**src/rtl/branch_target_table.sv**
```systemverilog
// Writable branch-target table: registered lookup with hit flag, forwarding write port, sequential clear.
// Define BTT_LEGACY_PRELOAD_EN to reset entries 0-8 to the legacy fixed targets.
module branch_target_table #(
    parameter int INDEX_W = 8,
    parameter int ADDR_W  = 4,
    parameter int DATA_W  = 8
) (
    input  logic               clk,
    input  logic               reset_n,
    input  logic               lookup_req,
    input  logic [INDEX_W-1:0] lookup_index,
    output logic               lookup_valid,
    output logic               lookup_hit,
    output logic [DATA_W-1:0]  lookup_target,
    input  logic               wr_en,
    input  logic [INDEX_W-1:0] wr_index,
    input  logic [DATA_W-1:0]  wr_data,
    input  logic               clr_start,
    output logic               wr_ready,
    output logic               busy
);

    localparam int DEPTH = 1 << ADDR_W;
    localparam logic [ADDR_W-1:0] LAST = ADDR_W'(DEPTH - 1);

`ifdef BTT_LEGACY_PRELOAD_EN
    localparam bit PRELOAD_OK = (DATA_W >= 8) && (DEPTH >= 9);
`else
    localparam bit PRELOAD_OK = 1'b0;
`endif

    typedef enum logic {IDLE, CLEAR} state_t;

    state_t              state_q, next_state;
    logic [ADDR_W-1:0]   cnt_q;
    logic [DATA_W-1:0]   data_q [DEPTH];
    logic [DEPTH-1:0]    valid_q;
    logic [ADDR_W-1:0]   lk_addr, wr_addr;
    logic                wr_accept;
    logic                lk_hit;
    logic [DATA_W-1:0]   lk_target;

    function automatic logic [7:0] preload_val(input int i);
        case (i)
            0: return 8'h60;
            1: return 8'h48;
            2: return 8'h78;
            3: return 8'h72;
            4: return 8'h6A;
            5: return 8'h69;
            6: return 8'h5C;
            7: return 8'h7E;
            8: return 8'h7B;
            default: return 8'h00;
        endcase
    endfunction

    // Indices alias modulo DEPTH; the upper bits are deliberately discarded.
    generate
        if (INDEX_W > ADDR_W) begin : g_hi_bits
            logic unused_hi;
            assign unused_hi = ^{lookup_index[INDEX_W-1:ADDR_W], wr_index[INDEX_W-1:ADDR_W]};
        end
    endgenerate

    assign lk_addr   = lookup_index[ADDR_W-1:0];
    assign wr_addr   = wr_index[ADDR_W-1:0];
    assign busy      = (state_q == CLEAR);
    assign wr_ready  = ~busy;
    assign wr_accept = wr_en && (state_q == IDLE);

    always_comb begin
        next_state = state_q;
        case (state_q)
            IDLE:    if (clr_start) next_state = CLEAR;
            CLEAR:   if (cnt_q == LAST) next_state = IDLE;
            default: next_state = IDLE;
        endcase
    end

    always_ff @(posedge clk or negedge reset_n) begin
        if (!reset_n) begin
            state_q <= IDLE;
            cnt_q   <= '0;
        end else begin
            state_q <= next_state;
            if (state_q == IDLE)
                cnt_q <= '0;
            else
                cnt_q <= cnt_q + 1'b1;
        end
    end

    // Clearing forces a miss; an accepted same-address write wins over stored contents.
    always_comb begin
        lk_hit    = 1'b0;
        lk_target = '0;
        if (state_q == IDLE) begin
            if (wr_accept && (wr_addr == lk_addr)) begin
                lk_hit    = 1'b1;
                lk_target = wr_data;
            end else if (valid_q[lk_addr]) begin
                lk_hit    = 1'b1;
                lk_target = data_q[lk_addr];
            end
        end
    end

    always_ff @(posedge clk or negedge reset_n) begin
        if (!reset_n) begin
            for (int i = 0; i < DEPTH; i++) begin
                data_q[i]  <= (PRELOAD_OK && (i < 9)) ? DATA_W'(preload_val(i)) : '0;
                valid_q[i] <= PRELOAD_OK && (i < 9);
            end
        end else if (state_q == CLEAR) begin
            data_q[cnt_q]  <= '0;
            valid_q[cnt_q] <= 1'b0;
        end else if (wr_accept) begin
            data_q[wr_addr]  <= wr_data;
            valid_q[wr_addr] <= 1'b1;
        end
    end

    always_ff @(posedge clk or negedge reset_n) begin
        if (!reset_n) begin
            lookup_valid  <= 1'b0;
            lookup_hit    <= 1'b0;
            lookup_target <= '0;
        end else begin
            lookup_valid <= lookup_req;
            if (lookup_req) begin
                lookup_hit    <= lk_hit;
                lookup_target <= lk_target;
            end
        end
    end

endmodule

```
**config.mk**
```make
export PLATFORM = sky130hd
export DESIGN_NAME = branch_target_table
export DESIGN_NICKNAME = d
export VERILOG_FILES = /design/src/rtl/branch_target_table.sv
export SDC_FILE = /design/constraint.sdc
export NUM_CORES = 1
export LEC_CHECK = 0
export ABC_AREA = 1
export CAP_MARGIN = 20
export CELL_PAD_IN_SITES_DETAIL_PLACEMENT = 0
export CELL_PAD_IN_SITES_GLOBAL_PLACEMENT = 2
export CORE_MARGIN = 2
export CORE_UTILIZATION = 36
export DETAILED_ROUTE_END_ITERATION = 8
export GPL_TIMING_DRIVEN = 0
export PLACE_DENSITY_LB_ADDON = 0.1
export SLEW_MARGIN = 20
export SYNTH_ARGS = -nofsm -noshare
export SYNTH_HDL_FRONTEND = slang
export SYNTH_SLANG_ARGS = --single-unit
```
**constraint.sdc**
```tcl
create_clock -name clk -period 1.9 [get_ports clk]
set_input_delay 0.57 -clock clk [delete_from_list [all_inputs] [get_ports clk]]
set_output_delay 0.57 -clock clk [all_outputs]
set_load 0.05 [all_outputs]
```
**After elaboration in Yosys (flattened, before gate mapping)**

Cells that the tools add are included.

- Input bits: 29
- Register bits: 159
- Output and inout bits: 12
- Logic and storage cells: 79

- Add/sub/neg operators: 1
- Order comparisons: 10
- Reduce and logical (&&, ||, !) cells: 7
- Equality and inequality tests: 2
- Multiplexer cells: 28
- Bitwise operators: 9

Operators by type and width:

| operator | count |
|---|---|
| $mux W128 | 2 |
| $and A128 B128 Y128 | 1 |
| $bwmux W128 | 1 |
| $not A128 Y128 | 1 |
| $demux W8 S4 | 2 |
| $mux W8 | 7 |
| $bmux W8 S4 | 1 |
| $mux W16 | 2 |
| $and A16 B16 Y16 | 1 |
| $not A16 Y16 | 1 |
| $or A16 B16 Y16 | 1 |
| $ge A5 B5 Y1 const B | 3 |
| $lt A4 B5 Y1 const B | 3 |
| $not A4 Y5 | 3 |
| $lt A5 B1 Y1 const B | 2 |
| $demux W1 S4 | 2 |
| $ge A4 B1 Y1 const B | 2 |
| $mux W1 | 8 |
| $logic_and A1 B1 Y1 | 6 |
| $add A4 B1 Y4 const B | 1 |
| $bmux W1 S4 | 1 |
| $eq A4 B4 Y1 | 1 |
| $eq A4 B4 Y1 const B | 1 |
| $mux W4 | 1 |
| 3 further kinds | 3 |

**Longest topological paths before layout**

Gate-level depths: netlist of the first run.

- Depth after elaboration: 8
- Depth in mapped cells: 12
- Mapped depth without buffers: 11

**Worst setup path before layout of the first run**

OpenSTA, ideal clock, no wires.

- Kind: flip-flop to flip-flop
- Start point: reg state_q (netlist: busy)
- End point: reg data_q[24] (netlist bit)
- Data required time: 1765 ps
- Period minus slack after synthesis: 1813 ps
- Setup time: 135 ps
- Stages on the path, launching flop included: 8
- Path buffers: 1
- Arrival: 1678 ps
- Path slack: 87 ps
- Cells stage by stage: dfrtp_1 -> inv_2 -> nand2_1 -> inv_2 -> buf_4 -> nand2_2 -> nand2_1 -> o22ai_1

- Cells in the longest elaborated chain, start to end: 3
- Elaborated cells on any way between the ends: 4
- Those cells by class: 1 x mux; 1 x bitwise; 2 x reduce/logical

RTL lines:

| what | line | source |
|---|---|---|
| start: declaration | 34 | `state_t state_q, next_state;` |
| start signal: assignment | 86 | `state_q <= next_state;` |
| $not A1 Y1 | -- |  |
| via wr_ready | 19 | `output logic wr_ready,` |
| $logic_and A1 B1 Y1 | 70 | `assign wr_accept = wr_en && (state_q == IDLE);` |
| $reduce_bool A2 Y1 (no line) | -- |  |
| end signal: indexed assignment | 112 | `data_q[i] <= (PRELOAD_OK && (i < 9)) ? DATA_W'(preload_val(i)) : '0;` |
| end signal: indexed assignment | 119 | `data_q[wr_addr] <= wr_data;` |
| end: declaration | 36 | `logic [DATA_W-1:0] data_q [DEPTH];` |

The timed path passes the listed nets, and every way through them passes these cells.
A chain may end at the register's enable or synchronous reset.

**Worst setup path in the final report of the first run**

- Start point: in wr_index[0]
- End point: reg data_q[76] (netlist bit)

- Cells in the longest elaborated chain, start to end: 8
- Elaborated cells on any way between the ends: 9
- Those cells by class: 2 x order compare; 5 x mux; 1 x bitwise; 1 x reduce/logical

RTL lines:

| what | line | source |
|---|---|---|
| start: declaration | 16 | `input logic [INDEX_W-1:0] wr_index,` |
| $not A4 Y5 (not written as such) (*) | 119 |  |
| $ge A5 B5 Y1 (not written as such) or $lt A5 B1 Y1 (tied branches) | 119 |  |
| $logic_and A1 B1 Y1 (not written as such) | 119 |  |
| $mux W8 (not written as such) | 119 |  |
| $demux W8 S4 (*) | 119 |  |
| $bwmux W128 (*) | 119 |  |
| $mux W128 (*) | 118 | `end else if (wr_accept) begin` |
| $mux W128 (*) | 115 | `end else if (state_q == CLEAR) begin` |

Every way passes the cells marked *; elsewhere a longest branch is shown, timed or not. The select of a mux whose other input is x is not followed.

==> out/results.ini, run 1 <==
[drt]
wl_met2_um = 12600
met3WireLength_um = 1000
drt_wl_total_um = 27400
m1WireLength_um = 13200
routedWlPerCell_um = 21.2
first_pass_iters = 5
avgViaCountPerCell = 5.26
routed.top_layer = met4
initialDrtViolationCount = 562
drcViolationCount = 0
ant_nets = 0
via_count = 6823

[clocking]
clock_tree.buffer_depth = 2
htree_levels = 4
clk_latency_ns = 0.44
cts-hold-fix-buffers = 0
clkTransAtPathRegs_ns = 0.07
cts_tree = done
cts_root_buffer = clkbuf_16
numCtsBuffers = 17
cts_sinks = 159

[critical_path]
cp.arrival_ns = 2.18
critPathKind = in -> reg
cp-end-kind = register
reg2regPathDepth = 7
required_ns = 2.19
crit_fanout = 10
path_common_cell = nand2_1
crit_slowest_cell = clkdlybuf4s50_1
crit_path_start_kind = primary input
crit_chain = clkdlybuf4s50_1 -> inv_1 -> nand2_1 -> nor2_1 -> nand2_1 -> o21ai_2 -> o22ai_1
slowest_delay_ns = 0.46

[yosys]
syn_area_um2 = 7610
synth_area_leader_cell = dfrtp_1
synth_fp_nets = 984
seq_area_frac_synth = 0.523
synth_seq_cells = 159
synth_cells = 951
synth-edff-count = 0
yosys_warnings = 0
async_flop_share = 1.00
synth_cell_types = 20
synth_top_area_frac = 0.523
yosysMostFrequentCell = nand2_1
synthFlopType = dfrtp_1
synth.avg_cell_area_um2 = 8.01
yosys-top-cells-count = 242 x nand2_1, 164 x inv_1, 159 x dfrtp_1, 136 x nand3_1, 129 x o22ai_1
synth.area.top_cells = dfrtp_1 52%, nand2_1 12%, o22ai_1 11%

[sta]
final.setup.worst_slack_ns = 0.0162
layout_min_cycle_time_ns = 1.88
rsz0062_at_grt = true
period_share = 0.991
fin_skew_ns = 0.0117
worst_pin_slew_ns = 0.749
relSlewSlack = 0.501
drv_slew = 0
hold_viol_final = 0
setup_violations = 0
max_freq_mhz = 531

[placed_design]
place_area_um2 = 8310
port_buffers = 32
pre_cts_slack_ns = -0.883
place_inst = 1259
hpwl_um = 19100
gp_congestion = 0.827

[global_routing]
grt_pass1_vias = 6740
antenna_found_initial = 0
grt_max_degree = 89
grt_overflow = 0
grt_pass1_wl_um = 41900
groute.usage.overall = 0.257

[power]
p_clk_frac = 0.316
p_int_mw = 7.41
pwr-share-seq = 0.387
switching_share = 0.362
p_switching_mw = 4.20
total_power_mw = 11.6
power_density_nw_per_um2 = 1250
leakage_nw = 4.66
pwr-share-comb = 0.297
vdd_drop_max_mv = 1.02

[floorplanning]
die_w_um = 149
die_h_um = 149
io_pins = 41
initial_core_util = 0.365
die_area_um2 = 22300
num_rows = 53
core_area_um2 = 20900

[finish]
fin_util = 0.443
drive_gt1_frac = 0.117
diodes = 0
nets = 1041
final_cells = 1296
design_area_um2 = 9260
areaGrowthSynthToFinish_pct = 21.7

[run]
maxCapViolCount = 0

[outcome]
status = finished clean

[hold_path]
holdCritPathClass = in -> async

==> power groups by stage <==
stage / Clock [mW] / Sequential (mW) / Combinational [mW]
after floorplan: 0 / 4.57 / 2.01
after global placement: 0 / 4.54 / 3.11
after detailed placement: 0 / 4.55 / 3.12
after CTS: 3.72 / 4.49 / 3.27
after global routing: 3.86 / 4.58 / 3.82
final: 3.67 / 4.49 / 3.45
==> sequential cells by signal, indices dropped and copies added (netlist names) <==
register,cells
busy,1
data_q,128
valid_q,16
cnt_q,4
lookup_target,8
lookup_hit,1
lookup_valid,1
==> per-stage QoR <==
stage | hold WS [ns] | setup TNS [ns]
after CTS | 0.117 | -0.0273
final | 0.0812 | 0
after floorplan | 0.274 | 0
after detailed placement | 0.468 | -72.60
after global routing | 0.128 | -1.09
after global placement | 0.458 | -1146.79
==> final timing paths <==
kind	start	end	slack [ns]
worst max register to register	busy	data_q[15]	0.11
min in group clk	valid_q[8]	valid_q[8]	0.48
worst min register to register	valid_q[8]	valid_q[8]	0.48
worst min-delay path	reset_n	valid_q[12]	0.08
max in group asynchronous	reset_n	data_q[76]	0.92
worst max-delay path	wr_index[0]	data_q[76]	0.02
==> placed cells by master, fill, tap and decap left out, types with 4 or more instances in the layout <==
cell type	count
clkbuf_1	8
dfrtp_1	159
nand3_1	133
clkdlybuf4s15_1	6
clkdlybuf4s50_1	17
buf_4	12
o21ai_4	9
nand2_2	17
nor2_1	24
clkbuf_2	4
a21oi_1	5
clkbuf_4	6
o21ai_0	14
o22ai_1	129
nand2_4	7
buf_6	9
clkbuf_16	17
inv_1	164
ha_1	4
nand2_1	230
inv_6	6
buf_2	4
==> critical path: cells and delay by family <==
kind	cells	cell delay, ns
AO/OA/AOI/OAI	2	0.46
buffers and inverters	2	0.57
AND/OR/NAND/NOR	3	0.58
==> layout make-up <==
| class | instances | area (um2) |
|---|---|---|
| Tap cell | 275 | 344 |
| Buffer | 36 | 275 |
| Timing Repair Buffer | 37 | 377 |
| Clock buffer | 19 | 443 |
| Multi-Input combinational cell | 585 | 3020 |
| Fill cell | 2152 | 11600 |
| Inverter | 172 | 654 |
| Sequential cell | 159 | 3980 |
| Clock inverter | 13 | 176 |
==> per-layer routing <==
| metal | up-vias | global-route usage |
|---|---|---|
| met5 | - | 0 |
| met4 | 0 | 0.0733 |
| met3 | 31 | 0.0360 |
| met2 | 152 | 0.400 |
| met1 | 3394 | 0.376 |
| li1 | 3246 | - |
==> kinds of logic after synthesis <==
| kind of cell | Yosys count | share of synthesized area |
|---|---|---|
| flip-flops | 159 | 0.523 |
| AO/OA/AOI/OAI | 164 | 0.132 |
| AND/OR/NAND/NOR | 416 | 0.231 |
| adder cells (fa/ha/maj) | 4 | 0.00657 |
| buffers and inverters | 208 | 0.108 |
==> repair_timing <==
action | in CTS | in global routing
cloned | 1 | 0
gates resized for setup | 78 | 43
setup buffers | 3 | 1
endpoints found under the setup margin | 85 | 136
pin swaps | 1 | 1
(Power assumes the default switching activity.)
==> run 2: changes to the inputs <==
CAP_MARGIN = 0   (was 20)
==> results of run 2 <==
Final layout, timing and power as in run 1 (identical DEF).
==> run 3: changes to the inputs <==
CORE_UTILIZATION = 41   (was 36)
DONT_BUFFER_PORTS = 1   (was default)
clock period = 2.3 ns   (was 1.9 ns; I/O delays follow)
==> out/results.ini, run 3 (same netlist as run 1, synthesis figures left out) <==
[outcome]
status = complete, but fails checks  ; was finished clean
violations = negative hold slack

[drt]
routedWlPerCell_um = 22.0  ; was 21.2 um
drt_wl_total_um = 26700  ; was 27400 um
initialDrtViolationCount = 619  ; was 562
first_pass_iters = 5  ; unchanged
ant_nets = 0  ; unchanged
drcViolationCount = 0  ; unchanged
via_count = 6897  ; was 6823
avgViaCountPerCell = 5.70  ; was 5.26

[finish]
largest_reg_flops = 128  ; unchanged
nFillCells = 1804  ; was 2152
ff_latch_area_um2 = 3980  ; about the same
final_common_cell = nand2_1  ; unchanged
fin_util = 0.473  ; was 0.443
nets = 1003  ; was 1041
largest_register = data_q  ; unchanged
diodes = 0  ; unchanged
final_cells = 1211  ; was 1296
drive_gt1_frac = 0.0794  ; was 0.117
multiInputGateArea_um2 = 2850  ; was 3020 um2
top_regs = data_q (128), valid_q (16), lookup_target (8)  ; unchanged
final_cell_mix = 240 x nand2_1, 164 x inv_1, 158 x dfrtp_1  ; was 230 x nand2_1, 164 x inv_1, 159 x dfrtp_1
areaGrowthSynthToFinish_pct = 12.4  ; was 21.7%

[clocking]
clock_tree.buffer_depth = 2  ; unchanged
htree_levels = 4  ; unchanged
clkTransAtPathRegs_ns = 0.07  ; about the same
cts_root_buffer = clkbuf_16  ; unchanged
clk_latency_ns = 0.43  ; was 0.44 ns
numCtsBuffers = 17  ; unchanged
cts_tree = done  ; unchanged
cts_setup_buffers = 0  ; was 3
cts_sinks = 159  ; unchanged

[global_routing]
grt_overflow = 0  ; unchanged
grt_pass1_wl_um = 40900  ; was 41900 um
grt_pass1_vias = 6863  ; was 6740
grt_max_degree = 160  ; was 89
antenna_found_initial = 0  ; unchanged
groute.usage.overall = 0.280  ; was 0.257

[placed_design]
place_inst = 1180  ; was 1259
gp_congestion = 0.908  ; was 0.827
pre_cts_slack_ns = -0.215  ; was -0.883 ns
hpwl_um = 18200  ; was 19100 um
port_buffers = 0  ; was 32

[critical_path]
setup.worst_path.start = busy  ; was wr_index[0]
reg2reg_from = busy  ; unchanged
crit_path_start_kind = register  ; was primary input
critPathKind = reg -> reg  ; was in -> reg
crit_fanout = 10  ; unchanged
cp-end-kind = register  ; unchanged
cp.arrival_ns = 2.50  ; was 2.18 ns
required_ns = 2.57  ; was 2.19 ns

[sta]
final.setup.worst_slack_ns = 0.0763  ; was 0.0162 ns
rsz0062_at_grt = false  ; was true
fin_skew_ns = 0.0106  ; was 0.0117 ns
layout_min_cycle_time_ns = 2.22
relSlewSlack = 0.458  ; was 0.501
max_freq_mhz = 450
drv_slew = 0  ; unchanged
period_share = 0.967
hold_viol_final = 115  ; was 0
setup_violations = 0  ; unchanged
worst_pin_slew_ns = 0.813  ; was 0.749 ns
whs_ns = -0.0528  ; was 0.0812 ns

[power]
pwr-share-seq = 0.411  ; was 0.387
switching_share = 0.347  ; was 0.362
p_clk_frac = 0.330  ; was 0.316
p_switching_mw = 3.21  ; was 4.20 mW
pwr-share-comb = 0.259  ; was 0.297
leakage_nw = 4.36  ; was 4.66 nW
p_int_mw = 6.04  ; was 7.41 mW
vdd_drop_max_mv = 0.778  ; was 1.02 mV
power_density_nw_per_um2 = 1080  ; was 1250 nW/um2

[floorplanning]
num_rows = 49  ; was 53
die_w_um = 140  ; was 149 um
core_area_um2 = 18100  ; was 20900 um2
io_pins = 41  ; unchanged
die_h_um = 140  ; was 149 um
initial_core_util = 0.421  ; was 0.365
die_area_um2 = 19700  ; was 22300 um2

[hold_path]
holdCritPathClass = in -> async  ; unchanged

[run]
maxCapViolCount = 0  ; unchanged

run 3: changes by cell type in the layout (fill, tap and decap cells not counted), moves of 7 or more:
cell / previous run / this run
o21ai_2: 2 / 9
buf_6: 9 / 0
clkdlybuf4s50_1: 17 / 0
buf_2: 4 / 13
nand2_4: 7 / 0
o21ai_4: 9 / 1
nand2_1: 230 / 240
run 3: stage by stage:
stage	hold slack [ns]	setup TNS [ns]	power [mW]	area (um2)
finish	-0.0528	0	9.25	8560
global route	-0.0672	0	9.73	8560
CTS	-0.0536	0	9.21	8540
detailed placement	0.402	-5.18	6.16	7900
global placement	0.402	-4.56	6.08	7900
floorplan	0.394	0	5.44	7610
run 3: worst max-delay path, cell delays in order (launching register included):
cell and delay (ns):
dfrtp_2 0.56, buf_2 0.30, nand2_1 0.39, o21ai_1 0.68
o22ai_1 0.14
run 3: path summary, 6_finish.rpt:
check	depth (start not counted)	slack, ns	end
max reg2reg	4	0.08	data_q[82]
max in group asynchronous	0	2.11	valid_q[13]
max	4	0.08	data_q[82]
min	0	-0.05	data_q[108]
min in group clk	0	0.29	lookup_valid
min reg2reg	2	0.47	valid_q[4]
run 3: cell type report:
type | count | area share
Sequential cell | 159 | 0.465
Multi-Input combinational cell | 584 | 0.333
Inverter | 172 | 0.0754
Clock buffer | 19 | 0.0517
Tap cell | 229 | 0.0335
Clock inverter | 12 | 0.0215
Buffer | 36 | 0.0203
run 3: timing repair:
item	CTS	global route
endpoints found under the setup margin	46	25
resized for setup	4	5
endpoints found under the hold margin	159	159
run 3: power by group through the flow:
stage,Sequential (mW),Combinational (mW),Clock [mW]
after floorplan,3.78,1.66,0
after CTS,3.80,2.34,3.07
after global placement,3.82,2.25,0
after detailed placement,3.85,2.32,0
final,3.80,2.40,3.05
after global routing,3.87,2.65,3.20
run 3: layer usage:
metal	global-route usage	wire length, um	vias to the layer above	share of wire
li1	-	-	3152	-
met2	0.450	12600	297	0.47
met3	0.0581	1840	65	0.069
met1	0.374	11400	3383	0.43
met4	0.110	801	0	0.030
met5	0	0	-	0
